<file path="src/rtl/mii_uart_arb.sv">
// Shares one UART transmitter between two buffered byte streams. Whole frames are
// forwarded round-robin, and each frame is prefixed by a per-port tag byte.
module mii_uart_arb #(
  parameter int         DEPTH    = 16,
  parameter logic [7:0] HDR_BASE = 8'hA0
) (
  input  logic       clk,
  input  logic       reset,
  input  logic [1:0] wr_en,
  input  logic [7:0] wr_data0,
  input  logic [7:0] wr_data1,
  input  logic [1:0] wr_last,
  input  logic       uart_active,
  output logic       uart_dv,
  output logic [7:0] uart_d,
  output logic [1:0] grant,
  output logic [1:0] ovf,
  output logic       busy
);

  localparam int          AW   = $clog2(DEPTH);
  localparam logic [AW:0] FULL = (AW + 1)'(DEPTH);

  typedef enum logic [1:0] {IDLE, WAIT_HI, WAIT_LO, FETCH} state_t;

  state_t     state_reg;
  logic       owner_reg;
  logic       last_grant_reg;
  logic       last_flag_reg;
  logic [1:0] nonempty;
  logic [1:0] pop;
  logic [8:0] head [2];
  logic [7:0] wdata [2];
  logic       pick;

  assign wdata[0] = wr_data0;
  assign wdata[1] = wr_data1;

  genvar gi;
  generate
    for (gi = 0; gi < 2; gi++) begin : g_fifo
      logic [8:0]    mem [DEPTH];
      logic [AW-1:0] wr_ptr_reg;
      logic [AW-1:0] rd_ptr_reg;
      logic [AW:0]   count_reg;
      logic          ovf_reg;
      logic          push;

      // A full FIFO drops the write even if it pops in the same cycle.
      assign push         = wr_en[gi] && (count_reg != FULL);
      assign nonempty[gi] = (count_reg != '0);
      assign pop[gi]      = (state_reg == FETCH) && (owner_reg == 1'(gi)) && nonempty[gi];
      assign head[gi]     = mem[rd_ptr_reg];

      always_ff @(posedge clk) begin
        if (push) begin
          mem[wr_ptr_reg] <= {wr_last[gi], wdata[gi]};
        end
      end

      always_ff @(posedge clk) begin
        if (reset) begin
          wr_ptr_reg <= '0;
          rd_ptr_reg <= '0;
          count_reg  <= '0;
          ovf_reg    <= 1'b0;
        end else begin
          if (push) wr_ptr_reg <= wr_ptr_reg + 1'b1;
          if (pop[gi]) rd_ptr_reg <= rd_ptr_reg + 1'b1;
          if (wr_en[gi] && !push) ovf_reg <= 1'b1;
          case ({push, pop[gi]})
            2'b10:   count_reg <= count_reg + 1'b1;
            2'b01:   count_reg <= count_reg - 1'b1;
            default: count_reg <= count_reg;
          endcase
        end
      end
    end
  endgenerate

  assign ovf = {g_fifo[1].ovf_reg, g_fifo[0].ovf_reg};

  // On a tie the port that did not own the previous frame wins.
  assign pick = (nonempty == 2'b11) ? ~last_grant_reg : nonempty[1];

  always_ff @(posedge clk) begin
    if (reset) begin
      state_reg      <= IDLE;
      owner_reg      <= 1'b0;
      last_grant_reg <= 1'b1;
      last_flag_reg  <= 1'b0;
      uart_dv        <= 1'b0;
      uart_d         <= '0;
      grant          <= '0;
      busy           <= 1'b0;
    end else begin
      uart_dv <= 1'b0;
      case (state_reg)
        IDLE: begin
          if (|nonempty) begin
            owner_reg     <= pick;
            grant         <= pick ? 2'b10 : 2'b01;
            uart_dv       <= 1'b1;
            uart_d        <= HDR_BASE + {7'd0, pick};
            last_flag_reg <= 1'b0;
            busy          <= 1'b1;
            state_reg     <= WAIT_HI;
          end
        end
        WAIT_HI: begin
          if (uart_active) state_reg <= WAIT_LO;
        end
        WAIT_LO: begin
          if (!uart_active) begin
            if (last_flag_reg) begin
              state_reg      <= IDLE;
              grant          <= '0;
              busy           <= 1'b0;
              last_grant_reg <= owner_reg;
            end else begin
              state_reg <= FETCH;
            end
          end
        end
        FETCH: begin
          // The grant is held while the owner's FIFO is empty.
          if (nonempty[owner_reg]) begin
            uart_dv       <= 1'b1;
            uart_d        <= head[owner_reg][7:0];
            last_flag_reg <= head[owner_reg][8];
            state_reg     <= WAIT_HI;
          end
        end
        default: state_reg <= IDLE;
      endcase
    end
  end

endmodule
</file>
<file path="config.mk">
export PLATFORM = sky130hd
export DESIGN_NAME = mii_uart_arb
export DESIGN_NICKNAME = d
export VERILOG_FILES = /design/src/rtl/mii_uart_arb.sv
export SDC_FILE = /design/constraint.sdc
export NUM_CORES = 1
export LEC_CHECK = 0
export ABC_AREA = 1
export ABC_CLOCK_PERIOD_IN_PS = 2200
export CAP_MARGIN = 10
export CORE_AREA = 2 2 163 229
export CTS_BUF_LIST = sky130_fd_sc_hd__clkbuf_8
export CTS_CLUSTER_DIAMETER = 50
export DETAILED_ROUTE_END_ITERATION = 7
export DIE_AREA = 0 0 165 231
export SETUP_SLACK_MARGIN = 0.2
export SYNTH_ARGS = -nofsm -noshare
export SYNTH_HDL_FRONTEND = slang
export SYNTH_SLANG_ARGS = --single-unit
</file>
<file path="constraint.sdc">
create_clock -name clk -period 2.2 [get_ports clk]
set_input_delay 0.44 -clock clk [delete_from_list [all_inputs] [get_ports clk]]
set_output_delay 0.44 -clock clk [all_outputs]
set_load 0.05 [all_outputs]
</file>
== Word-level counts from Yosys, hierarchy flattened ==
Memory sizes are Yosys's and may differ from the RTL's. A register that Yosys moved wholly into a read port is not among the register bits.
Cells that the tools add are included.

* Add/sub/neg operators: 9
* Order comparisons: 2
* Equal/unequal tests: 15
* Muxes and demuxes: 40
* Bitwise logic cells: 4
* Reduce and logical (&&, ||, !) cells: 23

{| class="wikitable"
|+ Operator list
! cell !! count
|-
| 9-bit 2-to-1 mux || 3
|-
| 5-bit case mux with 2 select lines || 2
|-
| 2-bit 2-to-1 mux || 9
|-
| 4-bit by 1-bit adder with 4-bit output, second input constant || 4
|-
| 4-bit 2-to-1 mux || 4
|-
| 8-bit 2-to-1 mux || 2
|-
| 8-bit case mux with 2 select lines || 1
|-
| 1-bit 2-to-1 mux || 14
|-
| 5-bit by 1-bit adder with 5-bit output, second input constant || 2
|-
| 2-bit == test, second input constant || 5
|-
| 5-bit inequality test, second input constant || 2
|-
| 5-bit nonzero test || 2
|-
| 5-bit by 1-bit subtractor with 5-bit output, second input constant || 2
|-
| 8-bit by 1-bit adder with 8-bit output, first input constant || 1
|-
| 1-bit logical AND || 8
|-
| 2-bit inequality test, second input constant || 4
|-
| 2-bit case mux with 4 select lines || 1
|-
| 4-bit AND reduction || 2
|-
| 2-bit nonzero test || 4
|-
| 2-bit by 1-bit == test with 1-bit output, second input constant || 3
|-
| 1-bit case mux with 2 select lines || 3
|-
| 3-bit AND reduction || 2
|-
| 2-bit case mux with 2 select lines || 1
|-
| 1-bit inverter || 3
|-
| 8 further kinds || 9
|}

* Bits in registers: 45
* Bits in writable memories: 288
* Input bits: 23
* Output and inout bits: 14
* Word-level logic and storage cells: 111
* Memories: 2

{| class="wikitable"
|+ Memories
! memory !! depth !! width !! read ports !! clocked after Yosys merged registers in !! write ports !! RTL line !! text
|-
| g_fifo[0].mem || 16 || 9 || 1 || 1 || 1 || 42 || <nowiki>logic [8:0] mem [DEPTH];</nowiki>
|-
| g_fifo[1].mem || 16 || 9 || 1 || 1 || 1 || 42 ||
|}

== Logic depth before layout (Yosys ltp) ==
Gate-level depths: netlist (run 1).

* Depth after elaboration: 6
* Depth in mapped cells: 17
* Gate-level depth less buffers: 16

== Worst setup path after synthesis (run 1) ==
No wires, ideal clock.

* Path kind: register to register
* From: register state_reg[0]
* To: register g_fifo[1].count_reg[2]
* Library setup time: 0.115 ns
* Arrival time: 1.923 ns
* Data required time: 2.085 ns
* Setup slack: 0.162 ns
* Cell stages (with the launch flop): 15
* Path buffers: 1
* Period minus slack after synthesis: 2.038 ns
* Cell sequence: dfxtp_1 > ha_1 > nand2_1 > inv_1 > nand2_2 > inv_2 > ha_1 > clkbuf_1 > xor2_1 > ha_1 > inv_1 > nand2_1 > xor2_1 > o21ai_0 > inv_1

* Cells in the longest elaborated chain, start to end: 5
* Elaborated cells on any way between the ends: 7
* Those cells by class: 3 x eq/ne; 1 x mux; 3 x reduce/logical

{| class="wikitable"
|+ Ends and longest elaborated chain
! item !! RTL line !! text
|-
| start: declaration || 26 || <nowiki>state_t state_reg;</nowiki>
|-
| start signal: assignment || 88 || <nowiki>state_reg <= IDLE;</nowiki>
|-
| start signal: assignment || 107 || <nowiki>state_reg <= WAIT_HI;</nowiki>
|-
| start signal: assignment || 111 || <nowiki>if (uart_active) state_reg <= WAIT_LO;</nowiki>
|-
| 2-bit == test * || 52 || <nowiki>assign pop[gi] = (state_reg == FETCH) && (owner_reg == 1'(gi)) && nonempty[gi];</nowiki>
|-
| 1-bit logical AND * (2 in series) || 52 ||
|-
| via pop[1] || 31 || <nowiki>logic [1:0] pop;</nowiki>
|-
| 2-bit by 1-bit == test with 1-bit output / 2-bit == test (equally long branches) || 71 || <nowiki>case ({push, pop[gi]})</nowiki>
|-
| 5-bit case mux with 2 select lines / 2-bit nonzero test (equally long branches) || - ||
|-
| end signal: assignment || 72 || <nowiki>2'b10: count_reg <= count_reg + 1'b1;</nowiki>
|-
| end signal: assignment || 73 || <nowiki>2'b01: count_reg <= count_reg - 1'b1;</nowiki>
|-
| end signal: assignment || 74 || <nowiki>default: count_reg <= count_reg;</nowiki>
|-
| end: declaration || 45 || <nowiki>logic [AW:0] count_reg;</nowiki>
|}

Mark *: on every way through the listed nets, which the timed path passes. The rest lies on a longest branch.
A chain may end at the register's enable or synchronous reset.

== Final worst setup path (run 1) ==
* From: register uart_d[5]
* To: output uart_d[5]

{| class="wikitable"
|+ RTL lines
! item !! RTL line !! text
|-
| start: declaration || 15 || <nowiki>output logic [7:0] uart_d,</nowiki>
|-
| start signal: assignment || 104 || <nowiki>uart_d <= HDR_BASE + {7'd0, pick};</nowiki>
|-
| start signal: assignment || 129 || <nowiki>uart_d <= head[owner_reg][7:0];</nowiki>
|}

No word-level cell between the ends.

==> out/metrics.yaml, run 1 <==
clocking:
  htree_levels: 2
  clkTransAtPathRegs_ns: 0.06
  cts.path.max_buffers: 3
  numCtsBuffers: 51
  clockRootBuffer: "clkbuf_8"
  cts_hold_buf: 0
  clock-sinks: 341
  clk_latency_ns: 0.59
  cts_tree: "yes"
setup_path:
  slowest_stage: "clkdlybuf4s15_1"
  endpoint_kind: "primary output"
  startpoint_type: "flip-flop"
  cp_top_family: "buffers and inverters"
  required_ns: 1.76
  cpPeakStageDelay_ns: 0.54
  regToRegStartpoint: "state_reg[1]"
  crit_start: "uart_d[5]"
  path_cells: "clkdlybuf4s15_1"
  cp_data_arrival_time_ns: 1.50
  worstSetupPathType: "flip-flop to primary output"
  cp_max_fo: 2
  path_buf_inv: 1
synthesis:
  syn_inst: 1286
  synthXorXnorAreaFrac_pct: 0.615
  ys.flop_type: "edfxtp_1"
  muxShareOfSynthArea_pct: 0
  yosysTopAreaCell: "edfxtp_1"
  synth-seq-cells: 341
  netlist.area_leader.share_pct: 60.7
  async_flop_share_pct: 0
  synth.area.top_cells: "edfxtp_1 61%, dfxtp_1 7.4%, nor2_1 6.0%, nand3_1 4.3%, nand2_1 4.2%"
  yosys_warnings: 0
  synth_top_family_by_area: "simple AND/OR/NAND/NOR gates"
  synthAdderAreaFrac_pct: 1.67
  avgSynthCellArea_um2: 11.1
  synth_simple_gate_area_share_pct: 15.5
  synthDistinctLibCells: 28
  yosysSeqAreaShare_pct: 68.2
  mappedNetlistArea_um2: 14200
  yosysMostFrequentCell: "edfxtp_1"
  syn_nets: 1328
  synth_compound_area_share_pct: 8.99
  synthTopCellsByCount: "288 x edfxtp_1, 228 x nor2_1, 161 x nand2_1"
  synth_edf_count: 288
sta:
  fin_crit_sh_pct: 88.2
  skew_ns: 0.0180
  period_minus_slack_ns: 1.94
  worstMarginPinSlew_ns: 0.710
  rsz0062_at_grt: "true"
  finalMaxSlewViolations: 0
  relSlewSlack_pct: 52.5
  hold_viol: 0
  setup_violations: 0
  fmax_mhz: 515
floorplanning:
  fp.dieH_um: 231
  dieWidth_um: 165
  start_util_pct: 39.3
  design.core.area_um2: 36200
  die-area_um2: 38100
  std_cell_rows: 83
  pin_count: 37
placement:
  dp_hpwl_mm: 21.9
  dp.cells: 1801
  portBuffers: 36
  place_congestion: 0.785
worst_hold_path:
  worstHoldStart: "g_fifo[0].ovf_reg"
  hold_class: "flip-flop to flip-flop"
power_and_ir_drop:
  power.density_nw_per_um2: 868
  power.leakage_nw: 6.08
  vdd_drop_max_uv: 473
  total_power_w: 0.0144
route:
  drc: 0
  wire_per_inst_um: 17.5
  drtPass1Iterations: 5
  drtIter0Drc: 669
  vias: 9600
  drt-vias-per-instance: 5.06
  ant_nets: 0
  routed_wl_mm: 33.2
global_route:
  grt_use_total_pct: 17.7
  grt_use_met3_pct: 2.53
  grt_max_degree: 54
  grt_pass1_wl_mm: 51.9
  overflow: 0
  grt_use_met2_pct: 33.1
  grt_pass1_vias: 9570
  met1_usage_pct: 19.8
  antenna_found_initial: 0
  grt.busiest_layer: "met2"
outcome:
  status: "complete, no violations"
layout:
  syn_to_final_growth_pct: 16.1
  fin_nets: 1435
  drive_above_1_share_pct: 12.9
  stdcell_count: 1898
  largest_register_ffs: 288
  antenna_cells: 0
flow_run:
  cap_violations: 0
report_power, final:
group | total [W] | internal (W) | switching [W]
Combinational | 0.00216 | 0.000719 | 0.00144
Clock | 0.00476 | 0.00241 | 0.00235
Sequential | 0.00744 | 0.00726 | 0.000182
Total | 0.0144 | 0.0104 | 0.00397
per-layer routing:
metal,wire length [um],up-vias
li1,-,4699
met4,922,0
met2,18100,198
met3,1170,63
met1,13100,4640
met5,0,-
repair_timing:
| action | CTS | global route |
|---|---|---|
| setup endpoints to repair | 20 | 11 |
| buffers inserted | 3 | 3 |
| pin swaps | 2 | 5 |
| gates resized for setup | 20 | 25 |
metrics by stage:
stage	TNS, ns	area, um^2	hold slack (ns)	worst slack, ns	util, %
after floorplan	0	14200	0.430	0.197	-
after global placement	-0.000722	15500	0.441	-0.000722	42.7
after detailed placement	-0.00594	15500	0.442	-0.00594	42.7
after CTS	0	16400	0.449	0.132	45.4
after global routing	0	16500	0.472	0.149	45.6
final	0	16500	0.444	0.259	45.6
cell type report:
cell class,count,area [um^2]
inverters,96,360
clock buffers,55,757
multi-input cells,785,3900
repair buffers,118,1040
flip-flops and latches,341,9730
clock inverters,36,174
fillers,3295,19700
well taps,467,584
final timing paths:
| path | to | slack, ns | depth (start not counted) |
|---|---|---|---|
| worst max-delay path | uart_d[5] | 0.26 | 1 |
| worst min-delay path | g_fifo[0].ovf_reg | 0.44 | 2 |
| worst max register to register | g_fifo[0].count_reg[4] | 0.30 | 15 |
| worst min register to register | g_fifo[0].ovf_reg | 0.44 | 2 |
cells in the final DEF, fill, tap and decap left out, drive strengths merged:
master         count
dlygate4sd2       11
nand4             10
a21oi             40
nor2             228
ha                19
bufinv             1
clkbuf            56
clkdlybuf4s50     22
a31o               2
o211ai            58
nor3               5
nand3b             1
xor2               8
clkdlybuf4s15      2
clkinv            19
o2111ai            1
o21ai            122
buf               82
a311oi             1
dfxtp             53
nand3            123
nand2            165
inv              112
edfxtp           288
xnor2              2
logic make-up after synthesis:
family | Yosys count
and+or+nand+nor | 532
buffers and inverters | 160
AOI/OAI and AO/OA | 224
adders and majority gates | 19
xor gates and xnor gates | 10
DFF | 341
Note: power is estimated with default switching activity, not from simulation.
==> run 2, diff against run 1 <==
--- a/config.mk
+++ b/config.mk
@@ -13,7 +13,7 @@
 export CTS_CLUSTER_DIAMETER = 50
 export DETAILED_ROUTE_END_ITERATION = 7
 export DIE_AREA = 0 0 165 231
-export SETUP_SLACK_MARGIN = 0.2
+export SLEW_MARGIN = 10
 export SYNTH_ARGS = -nofsm -noshare
 export SYNTH_HDL_FRONTEND = slang
 export SYNTH_SLANG_ARGS = --single-unit
==> run 2 against run 1 <==
Die area is the same. Register-to-register slack lost 0.10 ns. Count of clock-buffer cells in the layout grew 4. Global-route usage shrank 0.19 points. Non-clock buffer count is the same. Critical path depth is the same. Via count grew 1.4%. Worst setup slack lost 0.21 ns. Critical endpoint is now busy. Largest power group unchanged.
==> out/metrics.yaml, run 2 (synthesis results as in run 1) <==
outcome:
  status: "complete, no violations"
setup_path:
  path_buf_inv: 1
  rr_worst_depth: 12
  worstSetupPathType: "flip-flop to primary output"
  cp_max_fo: 2
  regToRegStartpoint: "g_fifo[0].count_reg[1]"
  slowest_stage: "clkdlybuf4s50_1"
  path_cells: "clkdlybuf4s50_1"
  cp_top_family: "buffers and inverters"
  required_ns: 1.76
  timing.rr.end: "g_fifo[0].count_reg[2]"
  r2r_setup_slack_ns: 0.20
  endpoint_kind: "primary output"
  startpoint_type: "flip-flop"
  cp_data_arrival_time_ns: 1.71
  cpPeakStageDelay_ns: 0.80
route:
  drtPass1Iterations: 5
  routed_wl_mm: 32.9
  drtIter0Drc: 607
  ant_nets: 0
  wire_per_inst_um: 17.3
  drt-vias-per-instance: 5.12
  vias: 9734
  drc: 0
sta:
  whs_ns: 0.448
  hold_viol: 0
  worstMarginPinSlew_ns: 0.695
  fin_crit_sh_pct: 97.7
  fmax_mhz: 465
  finalSetupTns_ns: 0
  relSlewSlack_pct: 53.5
  finalMaxSlewViolations: 0
  period_minus_slack_ns: 2.15
  skew_ns: 0.0262
  setup_violations: 0
layout:
  final_common_cell: "edfxtp_1"
  layout.area.seq_um2: 9710
  final_core_util_pct: 45.8
  largest_register_ffs: 288
  fill_cells: 3300
  antenna_cells: 0
  final_cell_mix: "288 x edfxtp_1, 226 x nor2_1, 161 x nand2_1"
  syn_to_final_growth_pct: 16.5
  multi_input_area_um2: 3860
  drive_above_1_share_pct: 12.3
  fin_nets: 1435
  stdcell_count: 1902
clocking:
  htree_levels: 2
  cts.path.max_buffers: 3
  clk_latency_ns: 0.60
  clockRootBuffer: "clkbuf_8"
  cts_tree: "yes"
  cts_setup_buffers: 0
  clkTransAtPathRegs_ns: 0.06
  clock-sinks: 341
  numCtsBuffers: 51
  cts_hold_buf: 0
floorplanning:
  design.core.area_um2: 36200
  die-area_um2: 38100
  dieWidth_um: 165
  pin_count: 37
  start_util_pct: 39.3
  fp.dieH_um: 231
  std_cell_rows: 83
worst_hold_path:
  whs_path_depth: 2
  min_to: "g_fifo[0].ovf_reg"
  worstHoldStart: "g_fifo[0].ovf_reg"
  hold_class: "flip-flop to flip-flop"
global_route:
  antenna_found_initial: 0
  grt_pass1_vias: 9675
  grt_max_degree: 55
  grt_pass1_wl_mm: 51.0
  grt_use_total_pct: 17.5
  overflow: 0
placement:
  place_congestion: 0.837
  portBuffers: 36
  dp.cells: 1807
  dp_hpwl_mm: 21.8
flow_run:
  cap_violations: 0
power_and_ir_drop:
  vdd_drop_max_uv: 411
  power.leakage_nw: 6.15
  power.density_nw_per_um2: 882
run 2: changes by cell type in the layout (fill, tap and decap cells not counted), moves of 2 or more:
cell / before / now
dfxtp_1: 42 / 51
dfxtp_2: 10 / 2
clkbuf_8: 55 / 59
dlygate4sd2_1: 11 / 7
dlymetal6s2s_1: 0 / 4
clkdlybuf4s50_1: 22 / 25
nor2_1: 223 / 226
clkdlybuf4s15_1: 2 / 0
clkinvlp_4: 0 / 2
ha_4: 3 / 1
inv_1: 105 / 103
nor2_4: 2 / 0
run 2: timing repair:
action	in CTS	in global routing
resized for setup	7	13
endpoints found under the hold margin	0	0
pin swaps	0	1
setup endpoints to repair	7	9
run 2: area by class of cell:
type	instances	area share, %
clock buffer	59	4.89
inverter	96	2.17
timing repair buffer	118	6.41
sequential	341	58.5
clock inverter	36	1.25
tap	467	3.52
multi-input combinational	785	23.2
run 2: per-layer routing:
layer | share of wire (%) | GRT usage (%) | wire (um)
met1 | 38 | 19.3 | 12500
met2 | 54 | 32.6 | 17900
met3 | 3.8 | 2.41 | 1250
met4 | 4.0 | 8.04 | 1310
met5 | 0 | 0 | 0
run 2: stage by stage:
stage          total power, W  worst slack [ns]  area, um^2
2_1_floorplan         0.00890             0.162       14200
3_3_place_gp          0.00970            0.0176       15500
3_5_place_dp          0.00973            0.0275       15500
4_1_cts                0.0148           0.00225       16500
5_1_grt                0.0153           -0.0207       16600
6_report               0.0146            0.0511       16600
run 2: worst max path at each step:
| stage | startpoint | end | cells past startpoint |
|---|---|---|---|
| final | busy | busy | 1 |
| after detailed placement | wr_en[0] | g_fifo[0].count_reg[4] | 11 |
| after CTS | uart_d[0] | uart_d[0] | 1 |
| after global placement | wr_en[0] | g_fifo[0].count_reg[4] | 13 |
| after global routing | state_reg[0] | g_fifo[1].count_reg[4] | 15 |
| after floorplan | state_reg[0] | g_fifo[1].count_reg[2] | 14 |
run 2: power breakdown:
part           internal [W]  switching [W]  total, W
combinational      0.000721        0.00148   0.00220
sequential          0.00725       0.000147   0.00740
clock               0.00269        0.00235   0.00504
